## src/rtl/inf_key_ctrl.sv

```systemverilog
// inf_key_ctrl: turns decoded NEC frames and repeat pulses into a
// PRESS / HOLD / RELEASE event stream delivered over valid/ready.
//
// Ports
//   sys_clk, sys_rst   : clock, synchronous active-high reset
//   frm_vld            : one-cycle pulse, a full frame was decoded
//   frm_ok             : inverse-byte checks passed (qualifies frm_vld)
//   frm_addr, frm_cmd  : frame address / command (qualify frm_vld)
//   rpt_vld            : one-cycle pulse, repeat code received
//   evt_valid/ready    : first-word fall-through event FIFO handshake
//   evt_type, evt_cmd  : head event (00 PRESS, 01 HOLD, 10 RELEASE)
//   key_active         : a key is currently pressed or held
//   err_cnt            : rejected frames, saturating
//   ovf                : sticky, a PRESS or RELEASE could not be queued
module inf_key_ctrl #(
  parameter int unsigned CLK_FREQ   = 50_000_000,
  parameter int unsigned RELEASE_MS = 120,
  parameter logic [7:0]  ADDR_MATCH = 8'h57,
  parameter bit          ADDR_EN    = 1'b1,
  parameter int unsigned HOLD_DELAY = 3,
  parameter int unsigned FIFO_DEPTH = 4
) (
  input  logic       sys_clk,
  input  logic       sys_rst,
  input  logic       frm_vld,
  input  logic       frm_ok,
  input  logic [7:0] frm_addr,
  input  logic [7:0] frm_cmd,
  input  logic       rpt_vld,
  output logic       evt_valid,
  input  logic       evt_ready,
  output logic [1:0] evt_type,
  output logic [7:0] evt_cmd,
  output logic       key_active,
  output logic [7:0] err_cnt,
  output logic       ovf
);

  localparam longint unsigned TMR_LOAD_L = (64'(RELEASE_MS) * 64'(CLK_FREQ)) / 64'd1000;
  localparam int unsigned TW = (TMR_LOAD_L < 64'd2) ? 1 : $clog2(TMR_LOAD_L + 64'd1);
  localparam logic [TW-1:0] TMR_LOAD = TW'(TMR_LOAD_L);
  localparam int unsigned RW = $clog2(HOLD_DELAY + 2);
  localparam int unsigned AW = $clog2(FIFO_DEPTH);
  localparam int unsigned CW = AW + 1;

  localparam logic [1:0] EV_PRESS = 2'b00;
  localparam logic [1:0] EV_HOLD  = 2'b01;
  localparam logic [1:0] EV_REL   = 2'b10;

  typedef enum logic [1:0] {ST_IDLE, ST_PRESSED, ST_HOLDING} state_t;

  typedef struct packed {
    logic [1:0] typ;
    logic [7:0] cmd;
  } evt_t;

  typedef struct packed {
    logic       frm;
    logic       ok;
    logic [7:0] addr;
    logic [7:0] cmd;
    logic       rpt;
  } in_t;

  state_t          r_state, w_state_nxt;
  logic [TW-1:0]   r_tmr, w_tmr_nxt;
  logic [7:0]      r_cur_cmd, w_cur_cmd_nxt;
  logic [RW-1:0]   r_rpt_cnt, w_rpt_cnt_nxt, w_rpt_inc;
  logic            r_pend_vld, w_pend_vld_nxt;
  logic [7:0]      r_pend_cmd, w_pend_cmd_nxt;
  logic            r_dly_vld, w_dly_vld_nxt;
  in_t             r_dly, w_dly_nxt;
  logic [7:0]      r_err_cnt;
  logic            r_ovf;
  logic            r_key_active;
  logic            w_err_inc;

  in_t             w_live, w_src;
  logic            w_live_any, w_acc;

  logic            w_push_vld;
  evt_t            w_push_evt;

  evt_t            r_mem [FIFO_DEPTH];
  logic [AW-1:0]   r_wr_ptr, r_rd_ptr, w_rd_nxt;
  logic [CW-1:0]   r_count, w_count_nxt, w_free;
  logic            r_evt_valid;
  evt_t            r_head, w_head_nxt;
  logic            w_wr, w_pop, w_ovf_set;

  // Input staging: an event arriving while a pending PRESS drains is
  // parked for one cycle and consumed ahead of the live inputs.
  assign w_live     = {frm_vld, frm_ok, frm_addr, frm_cmd, rpt_vld};
  assign w_live_any = frm_vld | rpt_vld;
  assign w_src      = r_dly_vld ? r_dly : w_live;
  assign w_acc      = w_src.frm && w_src.ok && (!ADDR_EN || (w_src.addr == ADDR_MATCH));
  assign w_rpt_inc  = r_rpt_cnt + RW'(1);

  // Next-state and event-push decode
  always_comb begin
    w_state_nxt    = r_state;
    w_tmr_nxt      = ((r_state != ST_IDLE) && (r_tmr != '0)) ? r_tmr - TW'(1) : r_tmr;
    w_cur_cmd_nxt  = r_cur_cmd;
    w_rpt_cnt_nxt  = r_rpt_cnt;
    w_pend_vld_nxt = 1'b0;
    w_pend_cmd_nxt = r_pend_cmd;
    w_dly_vld_nxt  = r_dly_vld;
    w_dly_nxt      = r_dly;
    w_err_inc      = 1'b0;
    w_push_vld     = 1'b0;
    w_push_evt     = '0;

    if (r_pend_vld) begin
      // Second half of a key change owns this cycle.
      w_push_vld = 1'b1;
      w_push_evt = '{typ: EV_PRESS, cmd: r_pend_cmd};
      if (!r_dly_vld && w_live_any) begin
        w_dly_vld_nxt = 1'b1;
        w_dly_nxt     = w_live;
      end
    end else begin
      // Parked event is consumed now; a live one arriving meanwhile waits.
      w_dly_vld_nxt = r_dly_vld & w_live_any;
      w_dly_nxt     = w_live;
      w_err_inc     = w_src.frm & ~w_acc;

      case (r_state)
        ST_IDLE: begin
          if (w_acc) begin
            w_push_vld    = 1'b1;
            w_push_evt    = '{typ: EV_PRESS, cmd: w_src.cmd};
            w_cur_cmd_nxt = w_src.cmd;
            w_rpt_cnt_nxt = '0;
            w_tmr_nxt     = TMR_LOAD;
            w_state_nxt   = ST_PRESSED;
          end
        end
        ST_PRESSED, ST_HOLDING: begin
          if (w_acc) begin
            w_tmr_nxt = TMR_LOAD;
            if (w_src.cmd != r_cur_cmd) begin
              w_push_vld     = 1'b1;
              w_push_evt     = '{typ: EV_REL, cmd: r_cur_cmd};
              w_pend_vld_nxt = 1'b1;
              w_pend_cmd_nxt = w_src.cmd;
              w_cur_cmd_nxt  = w_src.cmd;
              w_rpt_cnt_nxt  = '0;
              w_state_nxt    = ST_PRESSED;
            end
          end else if (w_src.rpt && !w_src.frm) begin
            // A repeat outranks a same-cycle timer expiry.
            w_tmr_nxt = TMR_LOAD;
            if (r_state == ST_PRESSED) begin
              w_rpt_cnt_nxt = w_rpt_inc;
              if (w_rpt_inc >= RW'(HOLD_DELAY)) begin
                w_push_vld  = 1'b1;
                w_push_evt  = '{typ: EV_HOLD, cmd: r_cur_cmd};
                w_state_nxt = ST_HOLDING;
              end
            end else begin
              w_push_vld = 1'b1;
              w_push_evt = '{typ: EV_HOLD, cmd: r_cur_cmd};
            end
          end else if (r_tmr == '0) begin
            w_push_vld  = 1'b1;
            w_push_evt  = '{typ: EV_REL, cmd: r_cur_cmd};
            w_state_nxt = ST_IDLE;
          end
        end
        default: w_state_nxt = ST_IDLE;
      endcase
    end
  end

  // FIFO admission (judged on pre-pop occupancy) and head prefetch
  always_comb begin
    w_free    = CW'(FIFO_DEPTH) - r_count;
    w_pop     = r_evt_valid & evt_ready;
    w_wr      = 1'b0;
    w_ovf_set = 1'b0;
    if (w_push_vld) begin
      if (w_push_evt.typ == EV_HOLD) begin
        // HOLD leaves room for a RELEASE+PRESS pair.
        w_wr = (w_free >= CW'(3));
      end else begin
        w_wr      = (w_free != '0);
        w_ovf_set = (w_free == '0);
      end
    end
    w_rd_nxt    = w_pop ? r_rd_ptr + AW'(1) : r_rd_ptr;
    w_count_nxt = r_count + CW'(w_wr) - CW'(w_pop);
    w_head_nxt  = (w_wr && (r_wr_ptr == w_rd_nxt)) ? w_push_evt : r_mem[w_rd_nxt];
  end

  // Control and status registers
  always_ff @(posedge sys_clk) begin
    if (sys_rst) begin
      r_state      <= ST_IDLE;
      r_tmr        <= '0;
      r_cur_cmd    <= '0;
      r_rpt_cnt    <= '0;
      r_pend_vld   <= 1'b0;
      r_pend_cmd   <= '0;
      r_dly_vld    <= 1'b0;
      r_dly        <= '0;
      r_err_cnt    <= '0;
      r_ovf        <= 1'b0;
      r_key_active <= 1'b0;
      r_wr_ptr     <= '0;
      r_rd_ptr     <= '0;
      r_count      <= '0;
      r_evt_valid  <= 1'b0;
      r_head       <= '0;
    end else begin
      r_state      <= w_state_nxt;
      r_tmr        <= w_tmr_nxt;
      r_cur_cmd    <= w_cur_cmd_nxt;
      r_rpt_cnt    <= w_rpt_cnt_nxt;
      r_pend_vld   <= w_pend_vld_nxt;
      r_pend_cmd   <= w_pend_cmd_nxt;
      r_dly_vld    <= w_dly_vld_nxt;
      r_dly        <= w_dly_nxt;
      if (w_err_inc && (r_err_cnt != 8'hFF)) r_err_cnt <= r_err_cnt + 8'd1;
      if (w_ovf_set) r_ovf <= 1'b1;
      r_key_active <= (w_state_nxt != ST_IDLE);
      if (w_wr) r_wr_ptr <= r_wr_ptr + AW'(1);
      r_rd_ptr     <= w_rd_nxt;
      r_count      <= w_count_nxt;
      r_evt_valid  <= (w_count_nxt != '0);
      r_head       <= w_head_nxt;
    end
  end

  // Event storage
  always_ff @(posedge sys_clk) begin
    if (w_wr) r_mem[r_wr_ptr] <= w_push_evt;
  end

  assign evt_valid  = r_evt_valid;
  assign evt_type   = r_head.typ;
  assign evt_cmd    = r_head.cmd;
  assign key_active = r_key_active;
  assign err_cnt    = r_err_cnt;
  assign ovf        = r_ovf;

endmodule

```

## config.mk

```make
export PLATFORM = sky130hd
export DESIGN_NAME = inf_key_ctrl
export DESIGN_NICKNAME = d
export VERILOG_FILES = /design/src/rtl/inf_key_ctrl.sv
export SDC_FILE = /design/constraint.sdc
export NUM_CORES = 1
export LEC_CHECK = 0
export ABC_AREA = 1
export CORE_MARGIN = 5
export CORE_UTILIZATION = 54
export CTS_CLUSTER_SIZE = 30
export DETAILED_ROUTE_END_ITERATION = 10
export PLACE_DENSITY_LB_ADDON = 0.2
export SLEW_MARGIN = 10
export SYNTH_ARGS = -nofsm -noshare
export SYNTH_HDL_FRONTEND = slang
export SYNTH_SLANG_ARGS = --single-unit
```

## constraint.sdc

```tcl
create_clock -name sys_clk -period 3.35 [get_ports sys_clk]
set_input_delay 0.8375 -clock sys_clk [delete_from_list [all_inputs] [get_ports sys_clk]]
set_output_delay 0.8375 -clock sys_clk [all_outputs]
set_load 0.1 [all_outputs]
```

==> results.cfg, run 1 <==
[run_status]
outcome = finished clean

[placed_design]
place.gp.congestion = 0.8441
place_area_um2 = 7391
placed_cells = 1084
dp_hpwl_um = 10140
numPortBuffers = 42

[synth]
syn_area_um2 = 6620
synth_ff_type = dfxtp_1
ys_types = 43
syn_nets = 913
synth-async-reset-ratio_pct = 0
synth_edf_count = 40
synthesis.instances = 874
yosysSeqAreaShare_pct = 46.27
synthTopCellsByArea = dfxtp_1 (28%), edfxtp_1 (18%), nand2_1 (12%)
yosysMostFrequentCell = nand2_1
synthTopCellsByCount = nand2_1 (216), inv_1 (117), nor2_1 (108), dfxtp_1 (93), a21oi_1 (59)
yosys_warnings = 0
synth_top_area_share_pct = 28.12
syn-mean-instance-area_um2 = 7.574
ys_seq_elements = 133
yosys.area.top_type = dfxtp_1

[clock_network]
clock-sinks = 133
postCtsHoldBufs = 0
clockBufferDepth = 2
cts_max_level = 4
numCtsBuffers = 17
cts_tree = yes
clock_latency_ps = 410
cts_root_buffer = clkbuf_16
clk_pin_slew_worst_paths_ps = 60

[setup_path]
arrival_ps = 3570
r2r-end = evt_type[1]
worstSetupStartpointType = input port
critPathCapture = evt_type[1]
cp.required_ps = 3690
end_kind = flip-flop
cp_max_fo = 3
crit_start = frm_addr[7]
crit_type = in2reg
r2r.worst_path.cells = 22
timing.rr.start = r_tmr[0]
r2r_setup_slack_ps = 210

[sta]
whs_ps = 445.8
relSlewSlack_pct = 50.58
timing.fmax_mhz = 309.1
worstMarginPinSlew_ps = 740.4
fin_crit_sh_pct = 96.56
tns_ps = 0
fin_crit_ps = 3235
final_hold_viol_count = 0
setup_viol = 0
drv_slew = 0
finClkSkew_ps = 5.096

[drt]
met3_length_um = 619
drc = 0
antenna_left = 0
drt-initial-drc-count = 374
dr_total_vias = 5885
top_layer = met4
drt-pass1-iter-count = 5
wl_met1_um = 6693
wl_per_cell_um = 13.32
viasPerCell = 5.208
dr_wl_met2_um = 7335
totalWireLength_um = 15050

[power]
p_per_area_nw_per_um2 = 565.4
p_leak_nw = 4.011
ir_worst_vdd_uv = 379.2

[floorplanning]
start_util_pct = 55.11
die_y_um = 120.7
pin_count = 43
core_area_um2 = 12010
die_width_um = 120.7
rows = 40
dieArea_um2 = 14570

[flow_run]
max_cap_violations = 0

[grt]
grt_pass1_vias = 5692
grt_max_degree = 45
grt_overflow = 0
antenna_found_initial = 0
grt_pass1_wl_um = 25560
grt.total_usage_pct = 21.57

[final_layout]
n_antenna_cell = 0
nFillCells = 999
final_cells = 1130
drive_gt1_share_pct = 17.09
final_cell_area_um2 = 8290
final_util_pct = 69.02
nets = 1009
area_delta_synth_final_pct = 25.23

[hold_path]
hold_path_class = reg2reg
==> how the worst min path moves through the flow <==
stage,slack [ps],depth (start not counted),end,startpoint
floorplan,420,2,r_pend_cmd[0],r_pend_cmd[0]
global placement,440,2,r_pend_cmd[4],r_pend_cmd[4]
detailed placement,440,2,r_pend_cmd[4],r_pend_cmd[4]
CTS,450,2,r_pend_cmd[4],r_pend_cmd[4]
global route,470,2,r_pend_cmd[4],r_pend_cmd[4]
finish,450,2,r_pend_cmd[4],r_pend_cmd[4]
==> critical path: stages <==
cell	delay [ps]
clkdlybuf4s50_1	480
nor2_1	40
nand3_1	80
nand2_2	100
nand2_2	90
nor2_4	50
nand3_2	80
nand3_2	80
buf_4	150
buf_4	120
buf_4	120
buf_4	120
buf_4	120
buf_4	120
buf_4	120
buf_4	120
buf_4	120
buf_4	120
buf_4	120
nor2_1	140
nor2_1	70
nor2_1	170
==> routing by layer <==
metal  GRT usage [%]  vias to the layer above
li1                -                     3016
met1           27.23                     2692
met2           35.45                      141
met3           4.022                       36
met4           10.69                        0
met5               0                        -
==> where the power goes <==
| part | switching, mW | internal [mW] |
|---|---|---|
| clock | 0.693 | 1.28 |
| sequential | 0.0314 | 1.72 |
| combinational | 0.633 | 0.327 |
| total | 1.36 | 3.33 |
==> metrics by stage <==
step | power (mW) | setup WS (ps)
floorplan | 2.459 | 39.19
global placement | 2.686 | -429.3
detailed placement | 2.694 | -504.1
CTS | 4.670 | 1.463
global route | 4.893 | -22.14
finish | 4.687 | 115.1
==> state kept, by name, summed over array words and instances (netlist names) <==
name        flops
r_wr_ptr        2
r_rd_ptr        2
r_pend_cmd      8
r_count         3
err_cnt         8
key_active      1
r_cur_cmd       8
evt_type        2
evt_cmd         8
evt_valid       1
r_state         2
r_dly          19
r_tmr          23
r_pend_vld      1
r_rpt_cnt       3
ovf             1
r_dly_vld       1
r_mem          40
==> layout make-up <==
| type | count | area, µm² | share of cell area, % |
|---|---|---|---|
| Sequential cell | 133 | 3063 | 36.95 |
| Timing Repair Buffer | 104 | 874.6 | 10.55 |
| Clock buffer | 20 | 456.7 | 5.509 |
| Multi-Input combinational cell | 591 | 3075 | 37.10 |
| Clock inverter | 12 | 175.2 | 2.113 |
| Inverter | 123 | 461.7 | 5.569 |
| Tap cell | 147 | 183.9 | 2.219 |
==> what timing repair did <==
action | CTS | global route
setup buffers | 11 | 3
endpoints found under the hold margin | 0 | 0
endpoints found under the setup margin | 1 | 3
resized for setup | 6 | 45
pin swaps | 8 | 27
==> cell usage in the layout, fill, tap and decap left out, types with 2 or more instances in the layout <==
cell | Yosys | layout
nand2_1 | 216 | 204
inv_1 | 117 | 116
nor2_1 | 108 | 104
dfxtp_1 | 93 | 93
buf_4 | 1 | 83
a21oi_1 | 59 | 59
o21ai_0 | 55 | 54
edfxtp_1 | 40 | 40
nand3_1 | 40 | 36
nand2_2 | 7 | 17
clkbuf_16 | 0 | 17
dlymetal6s2s_1 | 0 | 17
ha_1 | 16 | 14
xor2_1 | 11 | 11
a32o_1 | 10 | 10
xnor2_1 | 9 | 9
nand3_2 | 5 | 8
nand4_1 | 8 | 8
nor2_2 | 6 | 7
o21ai_1 | 7 | 7
inv_2 | 5 | 6
nor4_1 | 6 | 6
nor2_4 | 1 | 4
a211oi_1 | 4 | 4
a31oi_1 | 4 | 4
bufinv_16 | 0 | 4
nor3_2 | 3 | 3
clkdlybuf4s50_1 | 0 | 3
clkinv_1 | 1 | 2
nand2_4 | 0 | 2
o211ai_1 | 2 | 2
o31ai_1 | 2 | 2
clkinvlp_4 | 0 | 2
clkinv_2 | 0 | 2
clkbuf_8 | 0 | 2
inv_6 | 0 | 2
==> logic make-up (layout without fill, tap and decap cells) <==
kind of cell	after synthesis	in the layout	synth area share, %
fa+ha+maj	17	17	3.326
xor+xnor	20	20	2.646
simple gates	407	407	26.21
flops	133	133	46.27
buf+inv	150	259	9.110
compound gates	147	147	12.44
No activity file was read; power rests on OpenSTA's default activity.
==> run 2, diff against run 1 <==
CORE_UTILIZATION = 57   (was 54)
DONT_BUFFER_PORTS = 1   (was default)
TNS_END_PERCENT = 1   (was default)
==> run 2 against run 1 <==
- combinational power down 33%
- worst hold slack improved by 0.77 ps
- worst setup slack gained 110 ps
- maximum frequency is 3.6% higher
- sequential cell count is the same
==> results.cfg, run 2 (synthesis results as in run 1) <==
[floorplanning]
die_y_um = 117.8
rows = 39
die_width_um = 117.8
pin_count = 43
core_area_um2 = 11420
dieArea_um2 = 13870
start_util_pct = 57.98

[drt]
totalWireLength_um = 15040
antenna_left = 0
drt-initial-drc-count = 372
wl_per_cell_um = 14.12
drt-pass1-iter-count = 6
viasPerCell = 5.318
dr_total_vias = 5664
drc = 0

[sta]
worstMarginPinSlew_ps = 1003
final_hold_viol_count = 0
fin_crit_sh_pct = 93.23
whs_ps = 446.6
timing.fmax_mhz = 320.2
finClkSkew_ps = 6.332
fin_crit_ps = 3123
drv_slew = 0
relSlewSlack_pct = 33.07
setup_viol = 0

[hold_path]
hold_path_class = reg2reg

[setup_path]
cpMostUsedCell = inv_1
critical_path.top_delay_family = adder cells
cp.required_ps = 3660
r2r-end = evt_valid
crit_type = reg2reg
r2r.worst_path.cells = 20
critPathCapture = evt_valid
arrival_ps = 3430
r2r_setup_slack_ps = 230
worst-path-stages = 20
cpPeakStageDelay_ps = 340
cp_max_fo = 4
crit_start = r_rpt_cnt[0]
timing.rr.start = r_rpt_cnt[0]
critPathSlowestCell = fa_2
crit_chain = inv_1 > ha_1 > inv_1 > nand2_1 > nand3_2 > o21ai_4 > nor2_4 > nand2_2 > nand3_2 > inv_2 > nor2_4 > nand2_2 > ha_1 > inv_1 > ha_1 > fa_2 > xor2_1 > xor2_1 > o31ai_1 > inv_1
end_kind = flip-flop
worstSetupStartpointType = flip-flop
path_buf_inv = 5

[clock_network]
numCtsBuffers = 17
clock_latency_ps = 420
postCtsHoldBufs = 0
clk_pin_slew_worst_paths_ps = 60
clockBufferDepth = 2
cts_max_level = 4
cts_tree = yes
clock-sinks = 133
cts_root_buffer = clkbuf_16

[grt]
grt_max_degree = 35
grt.total_usage_pct = 22.19
antenna_found_initial = 0
grt_pass1_vias = 5463
grt_pass1_wl_um = 25550
grt_overflow = 0

[power]
p_per_area_nw_per_um2 = 585.9
power_frac_seq_pct = 44.0
ir_worst_vdd_uv = 552.6
intPower_mw = 3.122
p_leak_nw = 3.570
clockPowerShare_pct = 41.7
comb_power_share_pct = 14.3
p_sw_mw = 1.346
swShare_pct = 30.13

[final_layout]
top_regs = r_mem x40, r_tmr x23, r_dly x19
nets = 948
final_util_pct = 66.79
largest_reg_flops = 40
nFillCells = 975
area_delta_synth_final_pct = 15.20
drive_gt1_share_pct = 11.93
final_common_cell = nand2_1
top_register = r_mem
final_cell_mix = nand2_1 (215), inv_1 (117), nor2_1 (108)
n_antenna_cell = 0

[placed_design]
place.gp.congestion = 0.8942
numPortBuffers = 0
dp_hpwl_um = 10580

[run_status]
outcome = finished clean

[flow_run]
max_cap_violations = 0
-- run 2: cell types whose count changed in the layout (fill, tap and decap cells not counted), sizes merged, moves of 2 or more --
cell           previous run  this run
buf                      83        43
dlymetal6s2s             17         0
clkdlybuf4s50             3         0
clkinv                    5         7
bufinv                    4         2
-- run 2: per-layer routing --
| layer | part of all wire (%) | track usage [%] | vias to the layer above |
|---|---|---|---|
| met4 | 3.1 | 10.39 | 0 |
| met1 | 44 | 27.01 | 2599 |
| met2 | 48 | 37.38 | 140 |
| met5 | 0 | 0 | - |
| li1 | - | - | 2883 |
| met3 | 4.6 | 4.805 | 42 |
-- run 2: metrics by stage --
step                cell area, µm²  setup TNS [ps]  setup WS [ps]  instances  total power, mW
finish                        7626               0          226.7       1065            4.468
global placement              6965          -36.40         -36.40       1031            2.588
CTS                           7562               0          95.41       1063            4.467
floorplan                     6620               0          39.19        874            2.459
global route                  7626          -6.805         -6.805       1065            4.660
detailed placement            6965          -88.94         -88.94       1031            2.610
-- run 2: cell type report --
| type | count | area (µm²) | share of cell area, % |
|---|---|---|---|
| Sequential cell | 133 | 3068 | 40.23 |
| Multi-Input combinational cell | 591 | 2995 | 39.28 |
| Clock buffer | 21 | 471.7 | 6.185 |
| Inverter | 123 | 464.2 | 6.087 |
| Timing Repair Buffer | 43 | 322.8 | 4.233 |
| Tap cell | 143 | 178.9 | 2.346 |
| Clock inverter | 11 | 125.1 | 1.641 |
-- run 2: what timing repair did --
action	in CTS	in global routing
setup endpoints to repair	0	2
gates resized for setup	0	14
setup buffers	0	2
-- run 2: worst min-delay path by stage --
stage | start | endpoint | slack, ps | cells past startpoint
finish | r_pend_cmd[7] | r_pend_cmd[7] | 450 | 2
global route | r_pend_cmd[5] | r_pend_cmd[5] | 470 | 2
CTS | r_pend_cmd[5] | r_pend_cmd[5] | 450 | 2
detailed placement | r_pend_cmd[5] | r_pend_cmd[5] | 440 | 2
global placement | r_pend_cmd[5] | r_pend_cmd[5] | 440 | 2
floorplan | r_pend_cmd[0] | r_pend_cmd[0] | 420 | 2
-- run 2: worst min-delay path, cell delays in order (launching register included) --
cell and delay, ps:
dfxtp_1 310, inv_1 50, a21oi_1 50
-- run 2: power groups by stage --
stage | Clock, mW | Combinational [mW] | Sequential [mW]
after floorplan | 0 | 0.407 | 2.05
after global placement | 0 | 0.588 | 2.00
after detailed placement | 0 | 0.609 | 2.00
after CTS | 1.88 | 0.620 | 1.97
after global routing | 1.97 | 0.720 | 1.97
final | 1.86 | 0.639 | 1.97
